File: src/rtl/dmem_lsu.sv
// dmem_lsu: single-outstanding load/store unit in front of a word-wide data memory.
// Sub-word stores go through read-modify-write. Optional macro LSU_MISALIGN_CHECK_EN rejects misaligned H/HU/W.
module dmem_lsu #(
  parameter int ADDR_W = 32
) (
  input  logic              clk_i,
  input  logic              reset_i,
  input  logic              req_valid_i,
  output logic              req_ready_o,
  input  logic              req_we_i,
  input  logic [2:0]        req_funct3_i,
  input  logic [ADDR_W-1:0] req_addr_i,
  input  logic [31:0]       req_wdata_i,
  output logic              resp_valid_o,
  output logic [31:0]       resp_rdata_o,
  output logic              resp_err_o,
  output logic [ADDR_W-1:0] mem_a_o,
  output logic              mem_we_o,
  output logic [31:0]       mem_wd_o,
  input  logic [31:0]       mem_rd_i
);

  typedef enum logic [2:0] {
    S_IDLE    = 3'd0,
    S_LOAD    = 3'd1,
    S_WORD_WR = 3'd2,
    S_RMW_RD  = 3'd3,
    S_RMW_WR  = 3'd4,
    S_RESP    = 3'd5
  } state_e;

  state_e            state_q;
  logic [1:0]        addr_lo_q;
  logic [2:0]        funct3_q;
  logic [15:0]       wdata_q;
  logic [ADDR_W-1:0] mem_a_q;
  logic [31:0]       mem_wd_q;
  logic              resp_valid_q;
  logic [31:0]       resp_rdata_q;
  logic              resp_err_q;
  logic              bad_funct3_s;
  logic              misalign_s;
  logic              req_err_s;

  function automatic logic [31:0] load_extract(input logic [2:0] f3, input logic [1:0] lo,
                                               input logic [31:0] rd);
    logic [7:0]  b;
    logic [15:0] h;
    logic [31:0] r;
    case (lo)
      2'd0:    b = rd[7:0];
      2'd1:    b = rd[15:8];
      2'd2:    b = rd[23:16];
      default: b = rd[31:24];
    endcase
    h = lo[1] ? rd[31:16] : rd[15:0];
    // f3[2] selects zero extension (BU/HU)
    case (f3[1:0])
      2'b00:   r = {{24{b[7] & ~f3[2]}}, b};
      2'b01:   r = {{16{h[15] & ~f3[2]}}, h};
      default: r = rd;
    endcase
    return r;
  endfunction

  function automatic logic [31:0] merge_store(input logic is_half, input logic [1:0] lo,
                                              input logic [31:0] old, input logic [15:0] wd);
    logic [31:0] r;
    r = old;
    if (is_half) begin
      if (lo[1]) r[31:16] = wd;
      else       r[15:0]  = wd;
    end else begin
      case (lo)
        2'd0:    r[7:0]   = wd[7:0];
        2'd1:    r[15:8]  = wd[7:0];
        2'd2:    r[23:16] = wd[7:0];
        default: r[31:24] = wd[7:0];
      endcase
    end
    return r;
  endfunction

  // Unsupported funct3 decode for the incoming request
  always_comb begin
    bad_funct3_s = 1'b0;
    if (req_we_i) begin
      bad_funct3_s = (req_funct3_i != 3'b000) && (req_funct3_i != 3'b001) &&
                     (req_funct3_i != 3'b010);
    end else begin
      case (req_funct3_i)
        3'b011, 3'b110, 3'b111: bad_funct3_s = 1'b1;
        default:                bad_funct3_s = 1'b0;
      endcase
    end
  end

`ifdef LSU_MISALIGN_CHECK_EN
  // Alignment check on the incoming request
  always_comb begin
    case (req_funct3_i[1:0])
      2'b01:   misalign_s = req_addr_i[0];
      2'b10:   misalign_s = |req_addr_i[1:0];
      default: misalign_s = 1'b0;
    endcase
  end
`else
  assign misalign_s = 1'b0;
`endif

  assign req_err_s = bad_funct3_s | misalign_s;

  // Request FSM with registered response and memory address/data
  always_ff @(posedge clk_i) begin
    if (reset_i) begin
      state_q      <= S_IDLE;
      addr_lo_q    <= 2'b00;
      funct3_q     <= 3'b000;
      wdata_q      <= 16'h0000;
      mem_a_q      <= '0;
      mem_wd_q     <= 32'h0000_0000;
      resp_valid_q <= 1'b0;
      resp_rdata_q <= 32'h0000_0000;
      resp_err_q   <= 1'b0;
    end else begin
      resp_valid_q <= 1'b0;
      case (state_q)
        S_IDLE: begin
          if (req_valid_i) begin
            addr_lo_q <= req_addr_i[1:0];
            funct3_q  <= req_funct3_i;
            wdata_q   <= req_wdata_i[15:0];
            if (req_err_s) begin
              state_q      <= S_RESP;
              resp_valid_q <= 1'b1;
              resp_err_q   <= 1'b1;
              resp_rdata_q <= 32'h0000_0000;
            end else begin
              mem_a_q <= {req_addr_i[ADDR_W-1:2], 2'b00};
              if (!req_we_i) begin
                state_q <= S_LOAD;
              end else if (req_funct3_i == 3'b010) begin
                state_q  <= S_WORD_WR;
                mem_wd_q <= req_wdata_i;
              end else begin
                state_q <= S_RMW_RD;
              end
            end
          end
        end
        S_LOAD: begin
          state_q      <= S_RESP;
          resp_valid_q <= 1'b1;
          resp_err_q   <= 1'b0;
          resp_rdata_q <= load_extract(funct3_q, addr_lo_q, mem_rd_i);
        end
        S_RMW_RD: begin
          state_q  <= S_RMW_WR;
          mem_wd_q <= merge_store(funct3_q[0], addr_lo_q, mem_rd_i, wdata_q);
        end
        S_WORD_WR, S_RMW_WR: begin
          state_q      <= S_RESP;
          resp_valid_q <= 1'b1;
          resp_err_q   <= 1'b0;
          resp_rdata_q <= 32'h0000_0000;
        end
        S_RESP: begin
          state_q <= S_IDLE;
        end
        default: begin
          state_q <= S_IDLE;
        end
      endcase
    end
  end

  // The write strobe is gated by reset so a reset in a write state blocks the write
  assign mem_we_o     = ((state_q == S_WORD_WR) || (state_q == S_RMW_WR)) && !reset_i;
  assign req_ready_o  = (state_q == S_IDLE) && !reset_i;
  assign mem_a_o      = mem_a_q;
  assign mem_wd_o     = mem_wd_q;
  assign resp_valid_o = resp_valid_q;
  assign resp_rdata_o = resp_rdata_q;
  assign resp_err_o   = resp_err_q;

endmodule

File: config.mk
export PLATFORM = sky130hd
export DESIGN_NAME = dmem_lsu
export DESIGN_NICKNAME = d
export VERILOG_FILES = /design/src/rtl/dmem_lsu.sv
export SDC_FILE = /design/constraint.sdc
export NUM_CORES = 1
export LEC_CHECK = 0
export CORE_MARGIN = 2
export CORE_UTILIZATION = 45
export DETAILED_ROUTE_END_ITERATION = 16
export PLACE_DENSITY = 0.82
export SLEW_MARGIN = 20
export SYNTH_ARGS = -nofsm -noshare
export SYNTH_HDL_FRONTEND = slang
export SYNTH_SLANG_ARGS = --single-unit
File: constraint.sdc
create_clock -name clk_i -period 2.4 [get_ports clk_i]
set_input_delay 0.48 -clock clk_i [delete_from_list [all_inputs] [get_ports clk_i]]
set_output_delay 0.48 -clock clk_i [all_outputs]
set_load 0.03 [all_outputs]
==> flow_metrics.py <==
metrics = {
    "finish": {
        "n_antenna_cell": 0,
        "num-fill-cells": 966,
        "multi_input_area_um2": 2910,
        "final_area_um2": 8390,
        "final_nets": 951,
        "postLayoutCoreUtil_pct": 69.6,
        "regArea_um2": 2400,
        "drive_gt1_share_pct": 10.3,
        "areaGrowthSynthToFinish_pct": 50.0,
    },
    "grt": {
        "grt_usage_pct": 28.0,
        "grt_pass1_wl_mm": 28.9,
        "grt.overflow.total": 0,
        "first_global_vias": 5728,
        "grt_max_degree": 57,
        "antenna_found_initial": 0,
    },
    "die": {
        "rows": 40,
        "dieArea_um2": 13300,
        "io_pins": 203,
        "initial_utilization_pct": 46.4,
        "coreArea_um2": 12100,
        "die_h_um": 116,
        "die-width_um": 116,
    },
    "synthesis": {
        "yosysTopAreaCellShare_pct": 42.9,
        "synthFlopType": "dfxtp_1",
        "synthArstFlopShare_pct": 0,
        "synth_edf_count": 0,
        "syn_area_per_cell_um2": 8.48,
        "syn_inst": 660,
        "synth_cell_types": 51,
        "synth_compound_area_share_pct": 30.3,
        "ys_ff_latch": 120,
        "syn_area_um2": 5600,
        "yosysSeqAreaShare_pct": 42.9,
        "yosysMostFrequentCell": "nand2_1",
        "synth_area_leader_cell": "dfxtp_1",
        "synth-simple-area-share_pct": 17.4,
        "synth_warnings": 0,
        "synth.top_cells.by_area": "dfxtp_1 (43%), nand2_1 (9.1%), a21oi_1 (7.1%), o2bb2ai_1 (3.9%), a22o_1 (3.8%)",
        "synth_xor_xnor_area_share_pct": 0.157,
        "synth_fa_ha_area_share_pct": 0,
        "synth_top_family_by_area": "compound AO/OA/AOI/OAI gates",
        "netlist_top_cells_count": "nand2_1 (135), dfxtp_1 (120), a21oi_1 (79)",
        "synth.area.mux_share_pct": 3.44,
    },
    "timing": {
        "max_freq_mhz": 454,
        "tightest_slew_ns": 0.763,
        "hold_viol_final": 0,
        "min_period_ns": 2.20,
        "clock_skew_ns": 0.00667,
        "setup_violations": 0,
        "fin_setup_tns_ns": 0,
        "finalWorstSetupSlack_ns": 0.196,
        "period_share_pct": 91.9,
        "slew_headroom_pct": 48.9,
        "maxSlewViolCount": 0,
        "rsz0062_at_grt": "no",
    },
    "clock_tree": {
        "cts_tree": "yes",
        "cts_made_buffers": 17,
        "root_buffer": "clkbuf_16",
        "clock_sinks": 120,
        "clk_pin_slew_ns": 0.05,
        "cts_setup_buffers": 0,
        "cts_max_level": 4,
        "clock_latency_ns": 0.42,
        "cts.path.max_buffers": 2,
    },
    "run": {
        "drv_cap": 0,
    },
    "run_status": {
        "status": "finished, final reports clean",
    },
    "critical_path": {
        "endpoint_kind": "primary output",
        "worstPathArrival_ns": 1.72,
        "setup.worst_path.start_class": "flip-flop",
        "crit_path_max_fanout": 6,
        "crit_required_ns": 1.92,
        "worstSetupPathType": "reg -> out",
    },
    "route": {
        "routed_wl_mm": 18.7,
        "ant_nets": 0,
        "drt-pass1-iter-count": 5,
        "vias": 5814,
        "drt_iter0_drc": 404,
        "avgRoutedWirePerCell_um": 18.2,
        "drc": 0,
        "viasPerCell": 5.66,
    },
    "place": {
        "dp_slack_ns": -0.314,
        "dpl.hpwl_mm": 13.6,
        "place_area_um2": 7810,
        "io_buffers": 200,
        "place_congestion": 0.883,
    },
    "power": {
        "ir_drop_uv": 391,
        "pwr_density_cell_nw_per_um2": 701,
        "leakage_nw": 3.20,
        "post-layout-total-power_mw": 5.88,
    },
    "hold_path": {
        "hold_path.class": "in -> reg",
    },
}
==> cells by family (layout without fill, tap and decap cells) <==
group	after synthesis	count (layout)
AO/OA/AOI/OAI	247	247
buffers and inverters	67	266
AND/OR/NAND/NOR	207	207
other	1	2
flip-flops	120	120
multiplexers	17	17
XOR/XNOR	1	1
==> critical path, stage by stage (launching register included) <==
cell     delay (ns)
dfxtp_1        0.40
buf_4          0.20
nor4_1         0.52
buf_12         0.19
==> sequential cells by signal, indices dropped and copies added, names as in the netlist <==
signal	cells
mem_wd_o	32
mem_a_o	30
state_q	3
addr_lo_q	2
resp_err_o	1
wdata_q	16
funct3_q	3
resp_valid_o	1
resp_rdata_o	32
==> power breakdown <==
group	internal [mW]	switching (mW)	leakage, nW
clock	1.56	0.862	0.282
sequential	2.11	0.0953	0.975
combinational	0.560	0.691	1.94
==> area by class of cell <==
cell class,instances,share of cell area (%)
Multi-Input combinational cell,474,34.7
Sequential cell,120,28.6
Timing Repair Buffer,230,27.3
Clock buffer,21,5.49
Tap cell,168,2.50
Clock inverter,10,1.22
Inverter,5,0.224
==> per-stage QoR <==
stage	hold WS, ns	cells
2_1_floorplan	0.450	661
3_3_place_gp	0.438	996
3_5_place_dp	0.441	996
4_1_cts	0.351	1027
5_1_grt	0.384	1028
6_report	0.367	1028
==> worst paths after layout <==
kind | startpoint | slack, ns | to | cells past startpoint
max | state_q[1]$_SDFFE_PP0P_ | 0.20 | req_ready_o | 3
min | reset_i | 0.37 | state_q[1]$_SDFFE_PP0P_ | 2
max reg2reg | state_q[0]$_SDFFE_PP0P_ | 0.39 | resp_rdata_o[5]$_SDFFE_PP0P_ | 5
min reg2reg | resp_rdata_o[14]$_SDFFE_PP0P_ | 0.45 | resp_rdata_o[14]$_SDFFE_PP0P_ | 1
==> cell usage in the layout, fill, tap and decap left out, types with 9 or more instances in the layout <==
cell type and n:
a21o_1 9, a21oi_1 77, a22o_1 24, a31oi_1 9, a32o_1 9, buf_4 25, clkbuf_16 17, clkdlybuf4s50_1 197
dfxtp_1 120, nand2_1 135, nand2b_1 26, nor2_1 19, o21ai_0 17, o22ai_1 26, o2bb2ai_1 25, o31ai_1 16
==> layer usage <==
metal	share of wire, %	track usage (%)	wire, um
met1	40	33.1	7480
met2	47	45.8	8760
met3	9.0	8.84	1690
met4	4.0	14.4	744
met5	0	0	0
==> what timing repair did <==
item                       CTS  global route
setup endpoints to repair    1             0
hold buffers                 0             0
resized for setup            1             0
No activity file was read; power rests on OpenSTA's default activity.
